File: src/rtl/inert_pkg.sv
// Shared definitions for the inertial sensor command sequencer.
// Holds the FSM state type, the sensor configuration command table and
// the yaw-rate read commands. All commands are {rw, addr[6:0], data[7:0]}.
package inert_pkg;

    typedef enum logic [2:0] {
        INIT_WAIT,
        CFG_ISSUE,
        CFG_WAIT,
        IDLE,
        RDL_ISSUE,
        RDL_WAIT,
        RDH_ISSUE,
        RDH_WAIT
    } inert_state_t;

    // Number of configuration writes issued after power-up.
    localparam int CFG_COUNT = 4;

    // Index of the final configuration write; its completion raises rdy.
    localparam logic [1:0] CFG_LAST_IDX = 2'd3;

    // Configuration writes, issued in order after the power-up wait.
    localparam logic [15:0] CFG_CMD [0:CFG_COUNT-1] = '{
        16'h0D02,
        16'h1053,
        16'h1150,
        16'h1460
    };

    // Reads of the yaw-rate low and high bytes (rw bit set).
    localparam logic [15:0] RD_YAW_L = 16'hA600;
    localparam logic [15:0] RD_YAW_H = 16'hA700;

    // True for the states that launch a SPI transaction.
    function automatic logic is_issue_state(input inert_state_t s);
        return (s == CFG_ISSUE) || (s == RDL_ISSUE) || (s == RDH_ISSUE);
    endfunction

endpackage

File: src/rtl/inert_ctrl_int_sync.sv
// Brings the asynchronous sensor data-ready line into the clk domain
// and flags its rising edge for exactly one cycle.
module int_sync (
    input  logic clk,
    input  logic rst,
    input  logic async_in,
    output logic rise
);

    logic ff1_q, ff1_d;
    logic ff2_q, ff2_d;
    logic ff3_q, ff3_d;

    // Shift the raw input through two synchronizer flops and one edge flop.
    always_comb begin
        ff1_d = async_in;
        ff2_d = ff1_q;
        ff3_d = ff2_q;
    end

    // Synchronizer chain registers, cleared asynchronously by rst.
    always_ff @(posedge clk or posedge rst) begin
        if (rst) begin
            ff1_q <= 1'b0;
            ff2_q <= 1'b0;
            ff3_q <= 1'b0;
        end else begin
            ff1_q <= ff1_d;
            ff2_q <= ff2_d;
            ff3_q <= ff3_d;
        end
    end

    assign rise = ff2_q & ~ff3_q;

endmodule

File: src/rtl/inert_ctrl.sv
// Command sequencer sitting in front of the 16-bit SPI master.
// Waits for sensor power-up, writes the configuration registers, then
// reads the two yaw-rate bytes on each data-ready interrupt and presents
// the assembled sample with a one-cycle valid strobe.
module inert_ctrl
    import inert_pkg::*;
#(
    parameter int INIT_CYCLES = 65535
) (
    input  logic        clk,
    input  logic        rst,
    input  logic        INT,
    input  logic        done,
    input  logic [15:0] rd_data,
    output logic        wrt,
    output logic [15:0] cmd,
    output logic [15:0] yaw_rt,
    output logic        vld,
    output logic        rdy
);

    localparam int TW = $clog2(INIT_CYCLES + 1);
    localparam logic [TW-1:0] TIMER_LAST = TW'(INIT_CYCLES - 1);

    inert_state_t  state_q, state_d;
    logic [TW-1:0] timer_q, timer_d;
    logic [1:0]    idx_q, idx_d;
    logic          pending_q, pending_d;
    logic          skip_q, skip_d;
    logic [7:0]    low_q, low_d;
    logic          wrt_q, wrt_d;
    logic [15:0]   cmd_q, cmd_d;
    logic [15:0]   yaw_q, yaw_d;
    logic          vld_q, vld_d;
    logic          rdy_q, rdy_d;

    logic          int_rise;
    logic          done_seen;
    logic          unused_rd_high;

    // Only the low byte of each SPI receive word carries sensor data.
    assign unused_rd_high = ^rd_data[15:8];

    int_sync u_int_sync (
        .clk      (clk),
        .rst      (rst),
        .async_in (INT),
        .rise     (int_rise)
    );

    // A done level present in the first cycle after wrt belongs to the
    // previous transaction, so it is masked for that one cycle.
    assign done_seen = done & ~skip_q;

    // Next-state, counters, byte capture and registered output values.
    always_comb begin
        state_d   = state_q;
        timer_d   = timer_q;
        idx_d     = idx_q;
        pending_d = pending_q;
        low_d     = low_q;
        yaw_d     = yaw_q;
        rdy_d     = rdy_q;
        cmd_d     = cmd_q;
        vld_d     = 1'b0;
        wrt_d     = 1'b0;
        skip_d    = wrt_q;

        if (int_rise && rdy_q && (state_q != IDLE)) begin
            pending_d = 1'b1;
        end

        unique case (state_q)
            INIT_WAIT: begin
                if (timer_q == TIMER_LAST) begin
                    state_d = CFG_ISSUE;
                end else begin
                    timer_d = timer_q + TW'(1);
                end
            end
            CFG_ISSUE: begin
                state_d = CFG_WAIT;
            end
            CFG_WAIT: begin
                if (done_seen) begin
                    if (idx_q == CFG_LAST_IDX) begin
                        rdy_d   = 1'b1;
                        state_d = IDLE;
                    end else begin
                        idx_d   = idx_q + 2'd1;
                        state_d = CFG_ISSUE;
                    end
                end
            end
            IDLE: begin
                if (int_rise || pending_q) begin
                    pending_d = 1'b0;
                    state_d   = RDL_ISSUE;
                end
            end
            RDL_ISSUE: begin
                state_d = RDL_WAIT;
            end
            RDL_WAIT: begin
                if (done_seen) begin
                    low_d   = rd_data[7:0];
                    state_d = RDH_ISSUE;
                end
            end
            RDH_ISSUE: begin
                state_d = RDH_WAIT;
            end
            RDH_WAIT: begin
                if (done_seen) begin
                    yaw_d   = {rd_data[7:0], low_q};
                    vld_d   = 1'b1;
                    state_d = IDLE;
                end
            end
            default: begin
                state_d = INIT_WAIT;
            end
        endcase

        // The command register loads on the edge entering an issue state,
        // so cmd is already stable throughout the wrt cycle and holds
        // afterwards until the next transaction.
        if (is_issue_state(state_d)) begin
            wrt_d = 1'b1;
            unique case (state_d)
                CFG_ISSUE: cmd_d = CFG_CMD[idx_d];
                RDL_ISSUE: cmd_d = RD_YAW_L;
                RDH_ISSUE: cmd_d = RD_YAW_H;
                default:   cmd_d = cmd_q;
            endcase
        end
    end

    // State, counters and output registers, all cleared asynchronously.
    always_ff @(posedge clk or posedge rst) begin
        if (rst) begin
            state_q   <= INIT_WAIT;
            timer_q   <= '0;
            idx_q     <= 2'd0;
            pending_q <= 1'b0;
            skip_q    <= 1'b0;
            low_q     <= 8'h00;
            wrt_q     <= 1'b0;
            cmd_q     <= 16'h0000;
            yaw_q     <= 16'h0000;
            vld_q     <= 1'b0;
            rdy_q     <= 1'b0;
        end else begin
            state_q   <= state_d;
            timer_q   <= timer_d;
            idx_q     <= idx_d;
            pending_q <= pending_d;
            skip_q    <= skip_d;
            low_q     <= low_d;
            wrt_q     <= wrt_d;
            cmd_q     <= cmd_d;
            yaw_q     <= yaw_d;
            vld_q     <= vld_d;
            rdy_q     <= rdy_d;
        end
    end

    assign wrt    = wrt_q;
    assign cmd    = cmd_q;
    assign yaw_rt = yaw_q;
    assign vld    = vld_q;
    assign rdy    = rdy_q;

endmodule

File: config.mk
export PLATFORM = sky130hd
export DESIGN_NAME = inert_ctrl
export DESIGN_NICKNAME = d
export VERILOG_FILES = /design/src/rtl/inert_pkg.sv /design/src/rtl/inert_ctrl_int_sync.sv /design/src/rtl/inert_ctrl.sv
export SDC_FILE = /design/constraint.sdc
export NUM_CORES = 1
export LEC_CHECK = 0
export CAP_MARGIN = 20
export CORE_MARGIN = 2
export CORE_UTILIZATION = 55
export CTS_CLUSTER_SIZE = 25
export DETAILED_ROUTE_END_ITERATION = 12
export PLACE_DENSITY_LB_ADDON = 0.12
export SKIP_LAST_GASP = 1
export SLEW_MARGIN = 0
export SYNTH_ARGS = -nofsm -noshare
export SYNTH_HDL_FRONTEND = slang
export SYNTH_SLANG_ARGS = --single-unit
File: constraint.sdc
create_clock -name clk -period 3.7 [get_ports clk]
set_input_delay 0.74 -clock clk [delete_from_list [all_inputs] [get_ports clk]]
set_output_delay 0.74 -clock clk [all_outputs]
set_load 0.02 [all_outputs]
==> flow_metrics.py <==
metrics = {
    "synth": {
        "yosysSeqAreaShare": 0.5568,
        "ys_top_cells_by_area": "sky130_fd_sc_hd__dfrtp_1, sky130_fd_sc_hd__nand2_1, sky130_fd_sc_hd__mux2_2",
        "synth_ff_type": "sky130_fd_sc_hd__dfrtp_1",
        "synthesis.instances": 254,
        "synth.yosys.warnings": 0,
        "synthDominantAreaCellType": "sky130_fd_sc_hd__dfrtp_1",
        "synth-edff-count": 0,
        "postSynthAreaPerCell_um2": 10.97,
        "synth_top_area_frac": 0.5568,
        "async_flop_share": 1.000,
        "ys_ff_latch": 62,
        "mappedNetlistArea_mm2": 0.002786,
        "ys_types": 46,
    },
    "timing": {
        "fin_crit_sh": 0.6336,
        "postLayoutSetupSlackWorst_ns": 1.356,
        "period_needed_ns": 2.344,
        "totalNegativeSetupSlack_ns": 0,
        "setup-violations-final": 0,
        "unrepaired_setup_endpoints_after_global_routing": "false",
        "slew_viol_final": 0,
        "max_clock_freq_mhz": 426.6,
        "fin_worst_skew_ns": 0.004194,
        "timing.final.hold_violations": 0,
    },
    "clocking": {
        "clock-root-buffer": "sky130_fd_sc_hd__clkbuf_8",
        "numClockSinks": 62,
        "post_cts.repair.setup_buffers": 0,
        "cts-buffers-inserted": 9,
        "cts_max_path_buffers": 2,
        "tritoncts": "yes",
        "cts_hold_buffers": 0,
        "resized_after_cts": 0,
        "clk_latency_ns": 0.33,
        "cts.htree.levels": 3,
        "path_clk_slew_ns": 0.06,
    },
    "floorplan": {
        "start_util": 0.5784,
        "rows": 25,
        "floorplan.io_pins": 55,
        "design.die.area_mm2": 0.005651,
        "die_width_um": 75.18,
        "dieHeight_um": 75.18,
        "design.core.area_mm2": 0.004817,
    },
    "drt": {
        "ant_nets": 0,
        "detail_route.vias_per_cell": 5.128,
        "wl_per_cell_um": 13.26,
        "vias_after_detailed_routing": 1877,
        "drt_pre_antenna_iters": 4,
        "finalWirelength_mm": 4.852,
        "drt-initial-drc-count": 116,
        "drc": 0,
    },
    "placed_design": {
        "place_congestion": 0.7522,
        "estimated_wirelength_of_the_detail_placed_design_mm": 3.131,
        "place.port_buffers": 42,
        "dpl_worst_slack_ns": 1.012,
    },
    "final_layout": {
        "final_common_cell": "sky130_fd_sc_hd__dfrtp_1",
        "post_route_cells_drive_above_1_share": 0.1304,
        "antennaDiodeCount": 0,
        "fin_util": 0.7039,
        "flow.area_growth_from_synthesis_pct": 21.69,
        "layout_common_cells": "sky130_fd_sc_hd__dfrtp_1, sky130_fd_sc_hd__nand2_1, sky130_fd_sc_hd__clkdlybuf4s50_1, sky130_fd_sc_hd__inv_1, sky130_fd_sc_hd__clkbuf_8",
        "finalNetCount": 322,
        "fill_count": 371,
    },
    "grt": {
        "first_global_vias": 1830,
        "grt_antenna_before_repair": 0,
        "grt_first_pass_wirelength_mm": 8.231,
        "grt_max_degree": 63,
        "track_usage": 0.1941,
        "grt_overflow": 0,
    },
    "critical_path": {
        "crit_required_ns": 3.91,
        "type_of_origin_of_the_critical_path": "input pin",
        "worst_r2r_path_depth": 5,
        "r2r_setup_slack_ns": 1.73,
        "critical_path.reg2reg.endpoint": "cmd[10]",
        "reg_to_reg_critical_path_startpoint": "timer_q[3]",
        "crit_fanout": 7,
        "crit_arrival_ns": 2.56,
        "path_class": "in -> reg",
        "critPathCaptureType": "register",
    },
    "outcome": {
        "status": "completed",
    },
    "power_and_ir_drop": {
        "total_power_mw": 1.243,
        "vdd_ir_drop_max_mv": 0.3446,
        "powerDensity_mw_per_mm2": 366.6,
        "leakage_nw": 1.689,
    },
    "run": {
        "cap_viol_max_count": 0,
    },
    "worst_hold_path": {
        "hold_path.class": "reg -> reg",
        "hp-start": "u_int_sync.ff1_q",
        "min_to": "u_int_sync.ff2_q",
        "whs_path_depth": 0,
    },
}
critical path: stages:
cell and delay (ns):
sky130_fd_sc_hd__clkdlybuf4s50_1 0.46, sky130_fd_sc_hd__nor2b_4 0.21, sky130_fd_sc_hd__and3_1 0.23, sky130_fd_sc_hd__mux2_2 0.40, sky130_fd_sc_hd__ha_1 0.29, sky130_fd_sc_hd__nand4_1 0.09, sky130_fd_sc_hd__o31a_1 0.14
area by class of cell:
cell class              count  area [um2]  area share
well taps                  67       83.83     0.02472
multi-input cells         162        1066      0.3144
clock inverters             1       5.005    0.001476
clock buffers              13       168.9     0.04982
inverters                  16       60.06     0.01771
flip-flops and latches     62        1551      0.4576
repair buffers             45       455.4      0.1343
synth_stat cells (all sizes together), types with 5 or more instances:
cell type	number
a21oi	5
and3	8
buf	16
dfrtp	62
ha	6
inv	15
mux2	9
nand2	57
nand3	7
nand4	8
nor2	7
o31ai	6
xnor2	6
xor2	9
how the worst max path moves through the flow:
| stage | slack (ns) | end | depth (start not counted) | from |
|---|---|---|---|---|
| floorplan | 1.42 | cmd[0] | 1 | rst |
| detailed placement | 1.01 | cmd[10] | 7 | done |
| CTS | 1.37 | cmd[10] | 7 | done |
| global placement | 1.02 | cmd[10] | 7 | done |
| finish | 1.36 | cmd[10] | 7 | done |
| global route | 1.26 | cmd[10] | 7 | done |
through the flow:
step,hold WS [ns],instance area (um2),std cells
2_1_floorplan,0.3312,2798,257
3_3_place_gp,0.3343,3217,352
3_5_place_dp,0.3403,3217,352
4_1_cts,0.3540,3391,366
5_1_grt,0.3570,3391,366
6_report,0.3522,3391,366
registers in the layout, indices dropped and copies added, names as in the netlist:
signal and count:
skip_q 1, u_int_sync.ff1_q 1, wrt 1, vld 1
cmd 9, idx_q 2, low_q 8, u_int_sync.ff2_q 1
yaw_rt 16, rdy 1, u_int_sync.ff3_q 1, timer_q 16
pending_q 1, state_q 3
layer usage:
layer	share of wire	wire length (um)	vias to the layer above	track usage
met4	0.021	100	0	0.09357
met5	0	0	-	0
met3	0.041	197	10	0.04552
met1	0.45	2204	907	0.2588
met2	0.48	2350	43	0.3012
li1	-	-	917	-
where the power goes:
part	internal [mW]	leakage [nW]	switching (mW)
clock	0.290	0.0914	0.238
sequential	0.680	0.809	0.000472
combinational	0.0142	0.789	0.0213
kinds of logic after synthesis:
kind of cell	share of synthesized area
fa+ha+maj	0.02694
mux	0.03637
buf+inv	0.06466
flops	0.5568
compound gates	0.08128
simple gates	0.1855
xor+xnor	0.04715
other cells	0.001346
(Power assumes the default switching activity.)
